===== config.mk =====
export PLATFORM = sky130hd
export DESIGN_NAME = wbs_mailbox
export DESIGN_NICKNAME = d
export VERILOG_FILES = /design/src/rtl/wbs_mailbox_pkg.sv /design/src/rtl/mbox_fifo.sv /design/src/rtl/wbs_mailbox.sv
export SDC_FILE = /design/constraint.sdc
export NUM_CORES = 1
export LEC_CHECK = 0
export ABC_AREA = 1
export CAP_MARGIN = 5
export CORE_MARGIN = 3
export CORE_UTILIZATION = 50
export CTS_BUF_LIST = sky130_fd_sc_hd__clkbuf_8
export CTS_CLUSTER_SIZE = 40
export DETAILED_ROUTE_END_ITERATION = 10
export DONT_BUFFER_PORTS = 1
export GPL_TIMING_DRIVEN = 0
export PLACE_DENSITY = 0.68
export SLEW_MARGIN = 0
export SYNTH_ARGS = -nofsm -noshare
export SYNTH_HDL_FRONTEND = slang
export SYNTH_HIERARCHICAL = 1
export SYNTH_SLANG_ARGS = --single-unit

===== constraint.sdc =====
create_clock -name wb_clk_i -period 3.3 [get_ports wb_clk_i]
set_clock_uncertainty 0.05 [all_clocks]
set_input_delay 0.165 -clock wb_clk_i [delete_from_list [all_inputs] [get_ports wb_clk_i]]
set_output_delay 0.165 -clock wb_clk_i [all_outputs]
set_load 0.05 [all_outputs]

===== src/rtl/wbs_mailbox_pkg.sv =====
// wbs_mailbox_pkg: register map and bit positions shared by the mailbox RTL.
//   mbox_reg_e     : register select, encoded as the word index wbs_adr_i[3:2]
//                    (byte offsets 0x0/0x4/0x8/0xC).
//   ST_*           : STATUS register bit positions.
//   IRQEN_*        : IRQEN register bit positions.
package wbs_mailbox_pkg;

    typedef enum logic [1:0] {
        MBOX_TXDATA = 2'd0,
        MBOX_RXDATA = 2'd1,
        MBOX_STATUS = 2'd2,
        MBOX_IRQEN  = 2'd3
    } mbox_reg_e;

    localparam int unsigned ST_TX_FULL  = 0;
    localparam int unsigned ST_TX_EMPTY = 1;
    localparam int unsigned ST_RX_EMPTY = 2;
    localparam int unsigned ST_RX_FULL  = 3;
    localparam int unsigned ST_OVF      = 4;
    localparam int unsigned ST_UNF      = 5;
    localparam int unsigned ST_TX_COUNT = 8;
    localparam int unsigned ST_RX_COUNT = 16;

    localparam int unsigned IRQEN_RX_NE = 0;
    localparam int unsigned IRQEN_TX_E  = 1;

endpackage


===== src/rtl/mbox_fifo.sv =====
// mbox_fifo: synchronous 32-bit FIFO with fall-through head.
//   clk_i, rst_ni   : clock, asynchronous active-low reset
//   push_i, data_i  : write request and word (ignored when full)
//   pop_i           : read request (ignored when empty)
//   data_o          : current head word (valid while !empty_o)
//   full_o, empty_o : occupancy flags
//   count_o         : number of stored words
module mbox_fifo #(
    parameter int unsigned DEPTH = 4,
    parameter int unsigned CW    = $clog2(DEPTH) + 1
) (
    input  logic          clk_i,
    input  logic          rst_ni,
    input  logic          push_i,
    input  logic [31:0]   data_i,
    input  logic          pop_i,
    output logic [31:0]   data_o,
    output logic          full_o,
    output logic          empty_o,
    output logic [CW-1:0] count_o
);
    localparam int unsigned AW = $clog2(DEPTH);

    logic [31:0]   mem_q [DEPTH];
    logic [AW-1:0] wr_ptr_q, wr_ptr_d;
    logic [AW-1:0] rd_ptr_q, rd_ptr_d;
    logic [CW-1:0] count_q, count_d;
    logic          do_push, do_pop;

    assign full_o  = (count_q == CW'(DEPTH));
    assign empty_o = (count_q == '0);
    assign count_o = count_q;
    assign data_o  = mem_q[rd_ptr_q];

    // Gating uses pre-edge flags, so a push to a full FIFO is dropped even
    // when a pop happens on the same edge.
    assign do_push = push_i & ~full_o;
    assign do_pop  = pop_i & ~empty_o;

    always_comb begin
        wr_ptr_d = wr_ptr_q;
        rd_ptr_d = rd_ptr_q;
        count_d  = count_q;
        if (do_push) wr_ptr_d = wr_ptr_q + AW'(1);
        if (do_pop)  rd_ptr_d = rd_ptr_q + AW'(1);
        case ({do_push, do_pop})
            2'b10:   count_d = count_q + CW'(1);
            2'b01:   count_d = count_q - CW'(1);
            default: count_d = count_q;
        endcase
    end

    always_ff @(posedge clk_i or negedge rst_ni) begin
        if (!rst_ni) begin
            wr_ptr_q <= '0;
            rd_ptr_q <= '0;
            count_q  <= '0;
        end else begin
            wr_ptr_q <= wr_ptr_d;
            rd_ptr_q <= rd_ptr_d;
            count_q  <= count_d;
        end
    end

    // Storage carries no reset; only pointers and count define validity.
    always_ff @(posedge clk_i) begin
        if (do_push) mem_q[wr_ptr_q] <= data_i;
    end

endmodule


===== src/rtl/wbs_mailbox.sv =====
// wbs_mailbox: Wishbone slave mailbox between the management bus and the core.
//   wb_clk_i, wb_rst_n_i       : clock, asynchronous active-low reset
//   wbs_cyc/stb/we/sel/adr/dat : Wishbone slave request
//   wbs_ack_o, wbs_dat_o       : registered acknowledge and read data
//   tx_valid_o/tx_data_o/tx_ready_i : TX FIFO head towards the core
//   rx_valid_i/rx_data_i/rx_ready_o : core words into the RX FIFO
//   irq_o                      : registered level interrupt
// Optional feature macro: WBS_MAILBOX_IRQ_EN (IRQEN register and irq_o logic).
module wbs_mailbox
    import wbs_mailbox_pkg::*;
#(
    parameter logic [31:0] BASE_ADDR = 32'h3000_0000,
    parameter int unsigned DEPTH     = 4,
    parameter int unsigned CW        = $clog2(DEPTH) + 1
) (
    input  logic        wb_clk_i,
    input  logic        wb_rst_n_i,
    input  logic        wbs_cyc_i,
    input  logic        wbs_stb_i,
    input  logic        wbs_we_i,
    input  logic [3:0]  wbs_sel_i,
    input  logic [31:0] wbs_adr_i,
    input  logic [31:0] wbs_dat_i,
    output logic        wbs_ack_o,
    output logic [31:0] wbs_dat_o,
    output logic        tx_valid_o,
    output logic [31:0] tx_data_o,
    input  logic        tx_ready_i,
    input  logic        rx_valid_i,
    input  logic [31:0] rx_data_i,
    output logic        rx_ready_o,
    output logic        irq_o
);
    logic          take, status_wr;
    logic          wb_tx_push, wb_rx_pop;
    mbox_reg_e     reg_sel;
    logic          tx_full, tx_empty, rx_full, rx_empty;
    logic [CW-1:0] tx_count, rx_count;
    logic [31:0]   rx_head, status_word;
    logic [1:0]    irqen_rd;
    logic          ack_q, ack_d;
    logic [31:0]   dat_q, dat_d;
    logic          ovf_q, ovf_d, unf_q, unf_d;
    logic          unused_bits;

    assign unused_bits = ^{wbs_adr_i[1:0], wbs_sel_i[3:1]};

    // A request is taken only while no ack is outstanding, so a held strobe
    // is re-sampled on the edge after the ack (2 cycles per access).
    assign take = wbs_cyc_i & wbs_stb_i & ~ack_q
                & (wbs_adr_i[31:4] == BASE_ADDR[31:4]);
    assign reg_sel    = mbox_reg_e'(wbs_adr_i[3:2]);
    assign wb_tx_push = take & wbs_we_i & (reg_sel == MBOX_TXDATA);
    assign wb_rx_pop  = take & ~wbs_we_i & (reg_sel == MBOX_RXDATA);
    assign status_wr  = take & wbs_we_i & (reg_sel == MBOX_STATUS) & wbs_sel_i[0];

    assign tx_valid_o = ~tx_empty;
    assign rx_ready_o = ~rx_full;

    mbox_fifo #(.DEPTH(DEPTH), .CW(CW)) u_tx_fifo (
        .clk_i   (wb_clk_i),
        .rst_ni  (wb_rst_n_i),
        .push_i  (wb_tx_push),
        .data_i  (wbs_dat_i),
        .pop_i   (tx_ready_i),
        .data_o  (tx_data_o),
        .full_o  (tx_full),
        .empty_o (tx_empty),
        .count_o (tx_count)
    );

    mbox_fifo #(.DEPTH(DEPTH), .CW(CW)) u_rx_fifo (
        .clk_i   (wb_clk_i),
        .rst_ni  (wb_rst_n_i),
        .push_i  (rx_valid_i),
        .data_i  (rx_data_i),
        .pop_i   (wb_rx_pop),
        .data_o  (rx_head),
        .full_o  (rx_full),
        .empty_o (rx_empty),
        .count_o (rx_count)
    );

    always_comb begin
        status_word = '0;
        status_word[ST_TX_FULL]        = tx_full;
        status_word[ST_TX_EMPTY]       = tx_empty;
        status_word[ST_RX_EMPTY]       = rx_empty;
        status_word[ST_RX_FULL]        = rx_full;
        status_word[ST_OVF]            = ovf_q;
        status_word[ST_UNF]            = unf_q;
        status_word[ST_TX_COUNT +: CW] = tx_count;
        status_word[ST_RX_COUNT +: CW] = rx_count;
    end

    always_comb begin
        ack_d = take;
        dat_d = '0;
        if (take && !wbs_we_i) begin
            case (reg_sel)
                MBOX_RXDATA: dat_d = rx_empty ? '0 : rx_head;
                MBOX_STATUS: dat_d = status_word;
                MBOX_IRQEN:  dat_d = {30'd0, irqen_rd};
                default:     dat_d = '0;
            endcase
        end
        // Clear first so a simultaneous new event wins over W1C.
        ovf_d = ovf_q;
        unf_d = unf_q;
        if (status_wr && wbs_dat_i[ST_OVF]) ovf_d = 1'b0;
        if (status_wr && wbs_dat_i[ST_UNF]) unf_d = 1'b0;
        if (wb_tx_push && tx_full)          ovf_d = 1'b1;
        if (wb_rx_pop && rx_empty)          unf_d = 1'b1;
    end

    always_ff @(posedge wb_clk_i or negedge wb_rst_n_i) begin
        if (!wb_rst_n_i) begin
            ack_q <= 1'b0;
            dat_q <= '0;
            ovf_q <= 1'b0;
            unf_q <= 1'b0;
        end else begin
            ack_q <= ack_d;
            dat_q <= dat_d;
            ovf_q <= ovf_d;
            unf_q <= unf_d;
        end
    end

    assign wbs_ack_o = ack_q;
    assign wbs_dat_o = dat_q;

`ifdef WBS_MAILBOX_IRQ_EN
    logic [1:0] irqen_q, irqen_d;
    logic       irq_q, irq_d;

    always_comb begin
        irqen_d = irqen_q;
        if (take && wbs_we_i && (reg_sel == MBOX_IRQEN) && wbs_sel_i[0])
            irqen_d = wbs_dat_i[1:0];
        irq_d = (irqen_q[IRQEN_RX_NE] & ~rx_empty)
              | (irqen_q[IRQEN_TX_E] & tx_empty);
    end

    always_ff @(posedge wb_clk_i or negedge wb_rst_n_i) begin
        if (!wb_rst_n_i) begin
            irqen_q <= '0;
            irq_q   <= 1'b0;
        end else begin
            irqen_q <= irqen_d;
            irq_q   <= irq_d;
        end
    end

    assign irqen_rd = irqen_q;
    assign irq_o    = irq_q;
`else
    assign irqen_rd = '0;
    assign irq_o    = 1'b0;
`endif

endmodule


Word-level counts from Yosys, hierarchy flattened
Memories as Yosys holds them, arrays and structs flattened.
Index checks and enable logic that the tools add are counted.
{ "totals": {"register_bits": 49, "ram_bits": 256, "input_bits": 107, "output_inout_bits": 68, "memories": 2} }
{ "op_classes": {"add_sub_neg": 8, "n_eq_ne": 9, "muxes": 13, "bitwise": 19, "n_reduce_logical": 13} }
{ "memory_table": {"columns": ["memory", "depth", "width", "rd", "rd_ports_with_merged_regs", "wr", "line_no", "source"], "rows": [
  ["u_rx_fifo.mem_q", 4, 32, 1, 0, 1, "mbox_fifo.sv:24", "logic [31:0] mem_q [DEPTH];"],
  ["u_tx_fifo.mem_q", 4, 32, 1, 0, 1, "mbox_fifo.sv:24", null]
]} }
{ "ops": {"columns": ["operator", "count"], "rows": [
  ["32-bit 2-to-1 mux", 2],
  ["32-bit one-hot mux with 2 select lines", 1],
  ["28-bit by 26-bit == test with 1-bit output (second input constant)", 1],
  ["1-bit AND", 13],
  ["3-bit one-hot mux with 2 select lines", 2],
  ["2-bit by 1-bit adder with 2-bit output (second input constant)", 4],
  ["1-bit 2-to-1 mux", 8],
  ["2-bit nonzero test", 4],
  ["3-bit by 1-bit adder with 3-bit output (second input constant)", 2],
  ["2-bit by 1-bit == test with 1-bit output (second input constant)", 3],
  ["2-bit == test (second input constant)", 3],
  ["3-bit == test (second input constant)", 2],
  ["3-bit logical NOT", 2],
  ["1-bit inverter", 6],
  ["3-bit by 1-bit subtractor with 3-bit output (second input constant)", 2],
  ["1-bit logical AND", 5],
  ["2-bit logical NOT", 1],
  ["1-bit logical NOT", 1]
]} }

Longest topological paths before layout
Gate-level depths: netlist of run 1.
{ "logic_depth": {"depth_word": 9, "ltp_mapped": 17, "ltp_nobuf": 17} }

Hierarchy
Netlist of run 1, hierarchy kept.
{ "by_module_without_submodules": {"columns": ["module", "instances", "cells_per_inst", "area_each_um2", "seq_area_each_um2"], "rows": [
  ["mbox_fifo at u_tx_fifo", 1, 435, 5572.8, 4018.9],
  ["mbox_fifo at u_rx_fifo", 1, 435, 5546.6, 4018.9],
  ["wbs_mailbox", 1, 206, 1757.9, 875.8]
]} }

Least setup slack after synthesis of run 1
Ideal clock, no wire load.
{ "synth_path": {"path_kind": "flip-flop to flip-flop", "startpoint": "register ack_q (netlist: wbs_ack_o)", "endpoint": "memory u_tx_fifo.mem_q[0][0], enable pin", "arrival_ns": 2.868, "required_time_ns": 2.829, "path_slack_ns": -0.039, "stages_incl_launch_ff": 9, "path_buffers": 0, "path_cell_list": "dfrtp_1 > nor2_1 > nand3_1 > nor2_1 > nand2_1 > nor3_4 > and3_2 > nand2_1 > nor2_1"} }
{ "synth_between": {"elab_chain_len": 8} }
{ "synth_rtl": {"columns": ["item", "line_no", "source"], "rows": [
  ["start, declared", "wbs_mailbox.sv:41", "logic ack_q, ack_d;"],
  ["start signal, assigned", "wbs_mailbox.sv:123", "ack_q <= ack_d;"],
  ["1-bit inverter", "wbs_mailbox.sv:50", "assign take = wbs_cyc_i & wbs_stb_i & ~ack_q"],
  ["1-bit AND", "wbs_mailbox.sv:50", null],
  ["1-bit AND", "wbs_mailbox.sv:51", "& (wbs_adr_i[31:4] == BASE_ADDR[31:4]);"],
  ["net ack_d", "wbs_mailbox.sv:41", null],
  ["1-bit AND (2 in series)", "wbs_mailbox.sv:53", "assign wb_tx_push = take & wbs_we_i & (reg_sel == MBOX_TXDATA);"],
  ["net wb_tx_push", "wbs_mailbox.sv:35", "logic wb_tx_push, wb_rx_pop;"],
  ["1-bit AND", "mbox_fifo.sv:37", "assign do_push = push_i & ~full_o;"],
  ["1-bit 2-to-1 mux", "mbox_fifo.sv:67", "if (do_push) mem_q[wr_ptr_q] <= data_i;"],
  ["1-bit 2-to-1 mux (implied by the code)", "mbox_fifo.sv:67", null],
  ["end, declared", "mbox_fifo.sv:24", null]
]} }
The timed path passes the listed nets, and every way through them passes these cells.

Worst setup path in the final report of run 1
{ "layout_path": {"startpoint": "input wbs_adr_i[21]", "endpoint": "memory u_tx_fifo.mem_q[3][29], enable pin"} }
{ "layout_between": {"elab_chain_len": 7} }
{ "layout_rtl": {"columns": ["item", "line_no", "source"], "rows": [
  ["start, declared", "wbs_mailbox.sv:22", "input logic [31:0] wbs_adr_i,"],
  ["28-bit by 26-bit == test with 1-bit output", "wbs_mailbox.sv:51", null],
  ["1-bit AND", "wbs_mailbox.sv:51", null],
  ["net ack_d", "wbs_mailbox.sv:41", null],
  ["1-bit AND (2 in series)", "wbs_mailbox.sv:53", null],
  ["net wb_tx_push", "wbs_mailbox.sv:35", null],
  ["1-bit AND", "mbox_fifo.sv:37", null],
  ["1-bit 2-to-1 mux", "mbox_fifo.sv:67", null],
  ["1-bit 2-to-1 mux (implied by the code)", "mbox_fifo.sv:67", null]
]} }
The timed path passes the listed nets, and every way through them passes these cells.

==> reports/qor.txt, run 1 <==
Worst Reg-to-Reg Cells: 9
CP Class: in2reg
RD Place Congestion: 0.8174
register area: 8914 um2
Site Rows: 58
GRT busiest layer: met2
Synth Flop Type: edfxtp_1
synthesized flop and latch total: 305
CTS clock-pin slew for the worst setup and hold paths: 0.06 ns
Multi-input gate area: 2907 um2
I/O Buffers: 0
Final period util: 91.78%
Mapped Nets: 1198
Initial Utilization: 50.99%
number of global-route vias before repair: 8462
pin count of the biggest net entering global routing: 50
Lkg Pwr: 6.470 nW
drt first pass iters: 5
Logic pwr share: 18.7%
top cells by count, synth: nand2_1, edfxtp_1, inv_1
DRC errors left: 0
clk root buf: clkbuf_8
crit path cell chain: dlygate4sd3_1, nor2_1, dlygate4sd3_1, nand4_1, nor3_4, and3_2, nand2_1, nor2_4, buf_16
Die Span Y: 166.5 um
CORE AREA: 25250 um2
fraction of registers with async set/reset: 16.07%
post-DP HPWL: 18520 um
Worst Path Buf+Inv: 3
Finished Layout Cells: 1587
Clock Tree Buf Depth: 3
First DRT Iteration DRCs: 655
CP Capture Type: flip-flop
Rel. slew slack: 57.59%
# setup viols final: 0
sequential area share after synthesis: 69.22%
die area: 27720 um2
Max stage delay on crit path: 0.59 ns
most common cell in the synthesized netlist: nand2_1
yosys warns: 6
EDFF count, synth: 256
post-placement cell count: 1414
DR vias/cell: 5.111
Critical path origin: wbs_adr_i[21]
htree depth: 2
Die Width: 166.5 um
TritonCTS Buffers: 48
post-CTS setup repair buffer count: 0
n_diodes: 0
reg2reg setup slack: 0.31 ns
Net Sw Frac: 29.30%
Tmin final: 3.029 ns
Critical Path Sink: u_tx_fifo/mem_q[3][29]$_DFFE_PP_
Pwr per Cell Area: 614.6 nW/um2
Via Count: 8111
Least-Margin Pin Slew: 0.6362 ns
critical path peak fanout: 17
Worst path depth: 9
M3 GR Usage: 4.557%
CP top delay family: simple AND/OR/NAND/NOR gates
RSZ-0062 raised after global routing: no
Area contributors post-synth: edfxtp_1, dfrtp_1, nand2_1, o211ai_1, inv_1
Setup crit start kind: primary input
Routed Antenna Nets: 0
final hold viol count: 0
final instance area: 15310 um2
TNS Setup: 0 ns
final hold slack: 0.05119 ns
Netlist Area Pre-Place: 12880 um2
fraction of layout cells with a size suffix above 1: 12.73%
max_cap viols: 0
met2 GRT Util: 36.74%
outcome: complete, no violations
clock group share of total power: 31.9%
Syn Area/Cell: 11.97 um2
Netlist cell types: 25
r2r startpoint: wbs_ack_o$_DFF_PN0_
Clock Latency Late Sink: 0.56 ns
post-synth top area cell: edfxtp_1
reg2reg end: u_tx_fifo/mem_q[3][29]$_DFFE_PP_
NetSw: 2.758 mW
Tot GR Track Use: 20.84%
nets@finish: 1341
CTS tree: yes
Syn-to-layout area delta: 18.92%
final WL: 28780 um
Final Util: 60.64%
initial antenna violation count: 0
worst min path class: in2async
global-route wire length before repair: 45630 um
Worst Path Required: 3.50 ns
Worst EP arrival: 3.22 ns
wire per inst: 18.14 um
# IOs: 175
GR Util met1: 26.00%
GR Overflow Total: 0
FMAX: 330.2 MHz
top cell type's share of synthesized area: 59.70%
Fill cells: 1955
Post-Place Cell Area: 13530 um2
Crit path top cell by count: dlygate4sd3_1
Flop pwr share: 49.4%
Syn Inst Count: 1076
Peak VDD IR: 425.3 uV
CTS sink count: 305
CP max-delay cell: nor2_4
Slew Viols, Final: 0
Int Pwr: 6.654 mW
## timing repair
action | 4_1_cts | 5_1_grt
hold buffers | 85 | 0
hold endpoints to repair | 335 | 0
gates resized for setup | 0 | 0
## metal layers
layer	share of wire (%)	wire length, um	up-vias
li1	-	-	3914
met1	40	11440	3879
met2	52	14830	271
met3	6.7	1935	47
met4	2.0	582	0
met5	0	0	-
## placed cells by master, fill, tap and decap left out, types with 2 or more instances in the layout
| cell type | netlist | layout |
|---|---|---|
| a22o_1 | 10 | 10 |
| buf_12 | 0 | 6 |
| buf_16 | 0 | 3 |
| buf_2 | 11 | 11 |
| buf_4 | 8 | 8 |
| buf_6 | 24 | 24 |
| bufinv_16 | 0 | 2 |
| clkbuf_1 | 7 | 7 |
| clkbuf_8 | 0 | 52 |
| clkinv_1 | 0 | 7 |
| clkinv_2 | 0 | 9 |
| dfrtp_1 | 49 | 49 |
| dlygate4sd3_1 | 0 | 84 |
| edfxtp_1 | 256 | 256 |
| fa_1 | 2 | 2 |
| ha_1 | 13 | 13 |
| inv_1 | 186 | 203 |
| inv_2 | 2 | 2 |
| nand2_1 | 269 | 269 |
| nand3_1 | 16 | 16 |
| nand4_1 | 7 | 7 |
| nor2_1 | 47 | 39 |
| nor2_2 | 29 | 29 |
| nor2_4 | 1 | 9 |
| o211ai_1 | 128 | 128 |
| o21ai_0 | 4 | 4 |
| xnor2_1 | 2 | 2 |
## how the worst min path moves through the flow
stage | to | from
2_1_floorplan | ovf_q$_DFFE_PN0P_ | wb_rst_n_i
6_report | wbs_dat_o[7]$_DFF_PN0_ | wb_rst_n_i
3_3_place_gp | wbs_dat_o[11]$_DFF_PN0_ | wb_rst_n_i
4_1_cts | wbs_dat_o[2]$_DFF_PN0_ | wbs_adr_i[3]
3_5_place_dp | wbs_dat_o[11]$_DFF_PN0_ | wb_rst_n_i
5_1_grt | wbs_dat_o[0]$_DFF_PN0_ | wb_rst_n_i
## cell type report
cell class,instances,area share [%]
sequential,305,58.21
multi-input combinational,533,18.98
timing repair buffer,93,6.814
clock buffer,52,4.674
inverter,188,4.608
tap,330,2.696
buffer,50,2.688
clock inverter,36,1.332
## metrics by stage
stage | power, mW | worst slack [ns]
6_report | 9.412 | 0.2713
5_1_grt | 9.880 | 0.1251
4_1_cts | 9.520 | 0.2754
3_5_place_dp | 6.381 | 0.2649
3_3_place_gp | 6.264 | -1.312
2_1_floorplan | 5.926 | -0.03940
## power groups by stage
stage          Combinational (mW)  Clock [mW]  Sequential (mW)
6_report                     1.76        3.00             4.65
2_1_floorplan                1.20           0             4.72
5_1_grt                      1.93        3.27             4.68
3_3_place_gp                 1.51           0             4.75
4_1_cts                      1.78        3.09             4.65
3_5_place_dp                 1.65           0             4.73
## state kept, by name, summed over array words and instances (netlist names), 3 cells and up
name	cells
u_rx_fifo/mem_q	128
u_tx_fifo/mem_q	128
wbs_dat_o	32
u_rx_fifo/count_o	3
u_tx_fifo/count_o	3
## logic make-up after synthesis
kind of cell             after synthesis  synth area share (%)
adder cells (fa/ha/maj)               15                 1.574
AND/OR/NAND/NOR                      373                 12.07
flip-flops                           305                 69.22
other                                  1               0.02912
buffers and inverters                238                 8.677
XOR/XNOR                               2                0.1361
AO/OA/AOI/OAI                        142                 8.298
Note: power is estimated with default switching activity, not from simulation.
==> run 2, diff against run 1 <==
--- a/config.mk
+++ b/config.mk
@@ -8,13 +8,12 @@
 export ABC_AREA = 1
 export CAP_MARGIN = 5
 export CORE_MARGIN = 3
-export CORE_UTILIZATION = 50
+export CORE_UTILIZATION = 40
 export CTS_BUF_LIST = sky130_fd_sc_hd__clkbuf_8
 export CTS_CLUSTER_SIZE = 40
 export DETAILED_ROUTE_END_ITERATION = 10
 export DONT_BUFFER_PORTS = 1
 export GPL_TIMING_DRIVEN = 0
-export PLACE_DENSITY = 0.68
 export SLEW_MARGIN = 0
 export SYNTH_ARGS = -nofsm -noshare
 export SYNTH_HDL_FRONTEND = slang
==> reports/qor.txt, run 2 (synthesis results as in run 1) <==
Worst Path Required: 3.70 ns
fraction of layout cells with a size suffix above 1: 12.69%
CORE AREA: 31640 um2
Tot GR Track Use: 17.47%
TritonCTS Buffers: 51
Fill cells: 2800
Worst EP arrival: 3.35 ns
Via Count: 8096
nets@finish: 1342
pre-CTS setup slack: 0.2074 ns
worst setup margin: 0.3536 ns
Finished Layout Cells: 1664
Setup crit start kind: primary input
drt first pass iters: 5
wire per inst: 17.88 um
Clock Tree Buf Depth: 3
post-placement cell count: 1486
DR vias/cell: 4.865
Syn-to-layout area delta: 19.89%
Lkg Pwr: 6.492 nW
initial antenna violation count: 1
Peak VDD IR: 484.5 uV
most frequent cells in the layout: nand2_1, edfxtp_1, inv_1
post-CTS setup repair buffer count: 0
clk root buf: clkbuf_8
Initial Utilization: 40.70%
final hold viol count: 0
CP Capture Type: flip-flop
GR Overflow Total: 0
Routed Antenna Nets: 0
Site Rows: 65
register area: 8914 um2
CTS clock-pin slew for the worst setup and hold paths: 0.06 ns
RSZ-0062 raised after global routing: no
# setup viols final: 0
Least-Margin Pin Slew: 0.6795 ns
worst min path class: in2reg
most common cell after layout, fill and taps aside: nand2_1
outcome: complete, no violations
# IOs: 175
CP Class: in2reg
critical path peak fanout: 3
number of global-route vias before repair: 8194
global-route wire length before repair: 46040 um
Die Width: 185.4 um
Clock Latency Late Sink: 0.56 ns
Final Util: 48.80%
I/O Buffers: 0
CTS tree: yes
max_cap viols: 0
htree depth: 2
FMAX: 339.4 MHz
Pwr per Cell Area: 618.4 nW/um2
post-DP HPWL: 19320 um
Die Span Y: 185.4 um
Multi-input gate area: 2907 um2
Slew Viols, Final: 0
First DRT Iteration DRCs: 511
CTS sink count: 305
Tmin final: 2.946 ns
Rel. slew slack: 54.59%
Final period util: 89.29%
die area: 34380 um2
post_cts resized: 0
cts hold-fix bufs: 83
final WL: 29750 um
RD Place Congestion: 0.7543
pin count of the biggest net entering global routing: 50
DRC errors left: 0
-- run 2: changes by cell type in the layout (fill, tap and decap cells not counted) --
cell / change
clkinv_1: +4
clkbuf_8: +3
clkinv_2: -2
dlygate4sd3_1: -2
inv_1: +2
buf_12: -1
buf_16: +1
diode_2: +1
inv_6: -1
-- run 2: per-stage QoR --
| step | hold slack (ns) | setup TNS (ns) | area (um2) | power [mW] |
|---|---|---|---|---|
| after global placement | -0.1777 | -241.11 | 13380 | 6.295 |
| after global routing | 0.09736 | 0 | 15440 | 10.04 |
| after floorplan | -0.1806 | -5.044 | 12880 | 5.926 |
| final | 0.1012 | 0 | 15440 | 9.547 |
| after detailed placement | -0.1777 | 0 | 13620 | 6.403 |
| after CTS | 0.05667 | 0 | 15440 | 9.686 |
-- run 2: worst paths after layout --
check,startpoint,to,slack [ns],cells after the start
max,wbs_adr_i[31],u_rx_fifo/count_o[2]$_DFFE_PN0P_,0.35,16
min,wbs_adr_i[21],u_tx_fifo/wr_ptr_q[0]$_DFFE_PN0P_,0.10,6
max reg2reg,wbs_ack_o$_DFF_PN0_,u_rx_fifo/count_o[2]$_DFFE_PN0P_,0.40,16
min reg2reg,u_rx_fifo/count_o[0]$_DFFE_PN0P_,u_rx_fifo/count_o[0]$_DFFE_PN0P_,0.45,1
max in group asynchronous,wb_rst_n_i,wbs_dat_o[11]$_DFF_PN0_,2.84,2
min in group asynchronous,wb_rst_n_i,u_tx_fifo/rd_ptr_q[0]$_DFFE_PN0P_,0.11,2
-- run 2: final cells by class --
class	count	share of cell area [%]
clock buffer	55	4.903
tap	402	3.258
clock inverter	39	1.345
multi-input combinational	533	18.83
timing repair buffer	91	6.678
inverter	188	4.571
antenna	1	0.01621
buffer	50	2.666
sequential	305	57.74
-- run 2: where the power goes --
| part | switching (mW) | internal [mW] | total (mW) |
|---|---|---|---|
| logic | 1.29 | 0.492 | 1.78 |
| clock network | 1.42 | 1.69 | 3.11 |
| registers | 0.0985 | 4.56 | 4.66 |
-- run 2: layer usage --
| metal | track usage (%) | vias up | wire length, um |
|---|---|---|---|
| met3 | 3.614 | 55 | 1868 |
| met4 | 5.372 | 0 | 702 |
| met1 | 21.77 | 3897 | 12260 |
| met2 | 30.68 | 231 | 14920 |
| met5 | 0 | - | 0 |
| li1 | - | 3913 | - |
-- run 2: critical path, stage by stage --
cell and delay [ns]:
dlygate4sd3_1 0.56, nor3_2 0.16, dlygate4sd3_1 0.56, nand3_1 0.11
nor3_4 0.24, nand2_1 0.12, nor2_1 0.31, nand2_1 0.16
inv_1 0.08, ha_1 0.16, inv_1 0.07, fa_1 0.38
nand2_1 0.10, nand3_1 0.08, nand2_1 0.06, nand2_1 0.04
==> run 3, diff against run 2 <==
--- a/config.mk
+++ b/config.mk
@@ -8,12 +8,13 @@
 export ABC_AREA = 1
 export CAP_MARGIN = 5
 export CORE_MARGIN = 3
-export CORE_UTILIZATION = 40
+export CORE_UTILIZATION = 59
 export CTS_BUF_LIST = sky130_fd_sc_hd__clkbuf_8
 export CTS_CLUSTER_SIZE = 40
 export DETAILED_ROUTE_END_ITERATION = 10
 export DONT_BUFFER_PORTS = 1
 export GPL_TIMING_DRIVEN = 0
+export PLACE_DENSITY = 0.78
 export SLEW_MARGIN = 0
 export SYNTH_ARGS = -nofsm -noshare
 export SYNTH_HDL_FRONTEND = slang
==> reports/qor.txt, run 3 (synthesis results as in run 1) <==
Pwr per Cell Area: 616.7 nW/um2
final instance area: 15170 um2
GR Util met1: 30.33%
clk root buf: clkbuf_8
Clock Tree Buf Depth: 3
fraction of layout cells with a size suffix above 1: 12.67%
outcome: complete, no violations
r2r startpoint: wbs_ack_o$_DFF_PN0_
Worst Path Required: 3.71 ns
met2 GRT Util: 42.62%
Site Rows: 53
RD Place Congestion: 0.7785
DR vias/cell: 5.443
reg2reg end: u_tx_fifo/count_o[1]$_DFFE_PN0P_
global-route wire length before repair: 45460 um
post_cts resized: 0
DRC errors left: 0
critical path peak fanout: 7
number of global-route vias before repair: 8438
Post-Place Cell Area: 13460 um2
wire per inst: 19.11 um
Setup crit start kind: primary input
nets@finish: 1335
CTS clock-pin slew for the worst setup and hold paths: 0.06 ns
crit path cell chain: dlygate4sd3_1, nor3_2, dlygate4sd3_1, nand3_1, nor3_4, and3_2, nand2_1, ha_1, inv_1, fa_1, o21ai_0
Fill cells: 1398
CTS tree: yes
worst min path class: in2reg
Worst path depth: 11
Least-Margin Pin Slew: 0.6720 ns
Routed Antenna Nets: 0
reg2reg setup slack: 0.40 ns
initial antenna violation count: 1
FMAX: 342.8 MHz
Max stage delay on crit path: 0.56 ns
Die Width: 153.7 um
final WL: 29110 um
drt first pass iters: 7
hold path cells: 3
Die Span Y: 153.7 um
GRT busiest layer: met2
Worst Path Buf+Inv: 3
Syn-to-layout area delta: 17.80%
Critical path origin: wbs_adr_i[31]
Clock Latency Late Sink: 0.54 ns
Critical Path Sink: u_tx_fifo/count_o[1]$_DFFE_PN0P_
max_cap viols: 0
Tot Pwr: 9.355 mW
Tot GR Track Use: 24.44%
CP max-delay cell: dlygate4sd3_1
CP Class: in2reg
Final period util: 88.40%
CORE AREA: 21220 um2
most common cell after layout, fill and taps aside: nand2_1
die area: 23630 um2
Finished Layout Cells: 1523
CP top delay family: buffers and inverters
TritonCTS Buffers: 47
# setup viols final: 0
Lkg Pwr: 6.416 nW
Crit path top cell by count: dlygate4sd3_1
I/O Buffers: 0
Worst EP arrival: 3.32 ns
CTS sink count: 305
First DRT Iteration DRCs: 648
pin count of the biggest net entering global routing: 50
post-placement cell count: 1359
Tmin final: 2.917 ns
post-DP HPWL: 18180 um
RSZ-0062 raised after global routing: no
htree depth: 2
final hold viol count: 0
Final Util: 71.49%
final hold slack: 0.05464 ns
CP Capture Type: flip-flop
Peak VDD IR: 446.6 uV
GR Overflow Total: 0
M3 GR Usage: 4.757%
Initial Utilization: 60.68%
# IOs: 175
Worst Reg-to-Reg Cells: 11
Slew Viols, Final: 0
Via Count: 8290
most frequent cells in the layout: nand2_1, edfxtp_1, inv_1
Rel. slew slack: 55.20%
## run 3: changes by cell type in the layout (fill, tap and decap cells not counted), sizes merged
| cell | delta |
|---|---|
| clkbuf | +1 |
| clkinv | -8 |
| clkinvlp | +2 |
| inv | -4 |
| dlygate4sd3 | -3 |
| bufinv | -2 |
## run 3: per-stage QoR
stage | setup TNS [ns] | setup WS, ns
floorplan | -5.044 | -0.03940
global placement | -196.04 | -1.177
detailed placement | 0 | 0.3039
CTS | 0 | 0.4245
global route | 0 | 0.1773
finish | 0 | 0.3827
## run 3: routing by layer
layer  routed length (um)  vias up
met1                11090     3955
met4                  945        0
met3                 2179       75
met5                    0        -
met2                14900      364
li1                     -     3896
## run 3: layout make-up
cell class	instances	area (um2)	share of cell area (%)
buffer	50	411.6	2.714
clock inverter	27	113.9	0.7506
sequential	305	8914	58.76
antenna	1	2.502	0.01650
timing repair buffer	88	1001	6.599
clock buffer	56	770.7	5.081
multi-input combinational	533	2907	19.16
inverter	188	705.7	4.652
tap	275	344.1	2.268
## run 3: repair_timing
action	in CTS	in global routing
buffers inserted	0	0
hold buffers	80	0
endpoints found under the hold margin	321	0
endpoints found under the setup margin	0	0
## run 3: report_power, final
part	total (mW)	switching (mW)	internal [mW]
clock network	2.93	1.39	1.53
registers	4.66	0.104	4.56
logic	1.77	1.27	0.493
total	9.35	2.77	6.58
## run 3: worst min path at each step
stage,endpoint,startpoint
3_3_place_gp,wbs_dat_o[11]$_DFF_PN0_,wb_rst_n_i
5_1_grt,wbs_dat_o[0]$_DFF_PN0_,wbs_adr_i[3]
6_report,u_rx_fifo/wr_ptr_q[1]$_DFFE_PN0P_,rx_valid_i
3_5_place_dp,wbs_dat_o[11]$_DFF_PN0_,wb_rst_n_i
4_1_cts,u_rx_fifo/wr_ptr_q[1]$_DFFE_PN0P_,rx_valid_i
2_1_floorplan,ovf_q$_DFFE_PN0P_,wb_rst_n_i
## run 3: tightest hold or removal path, stage by stage
cell and delay, ns:
nand2_1 0.25, nand2_1 0.14, nand2_1 0.04
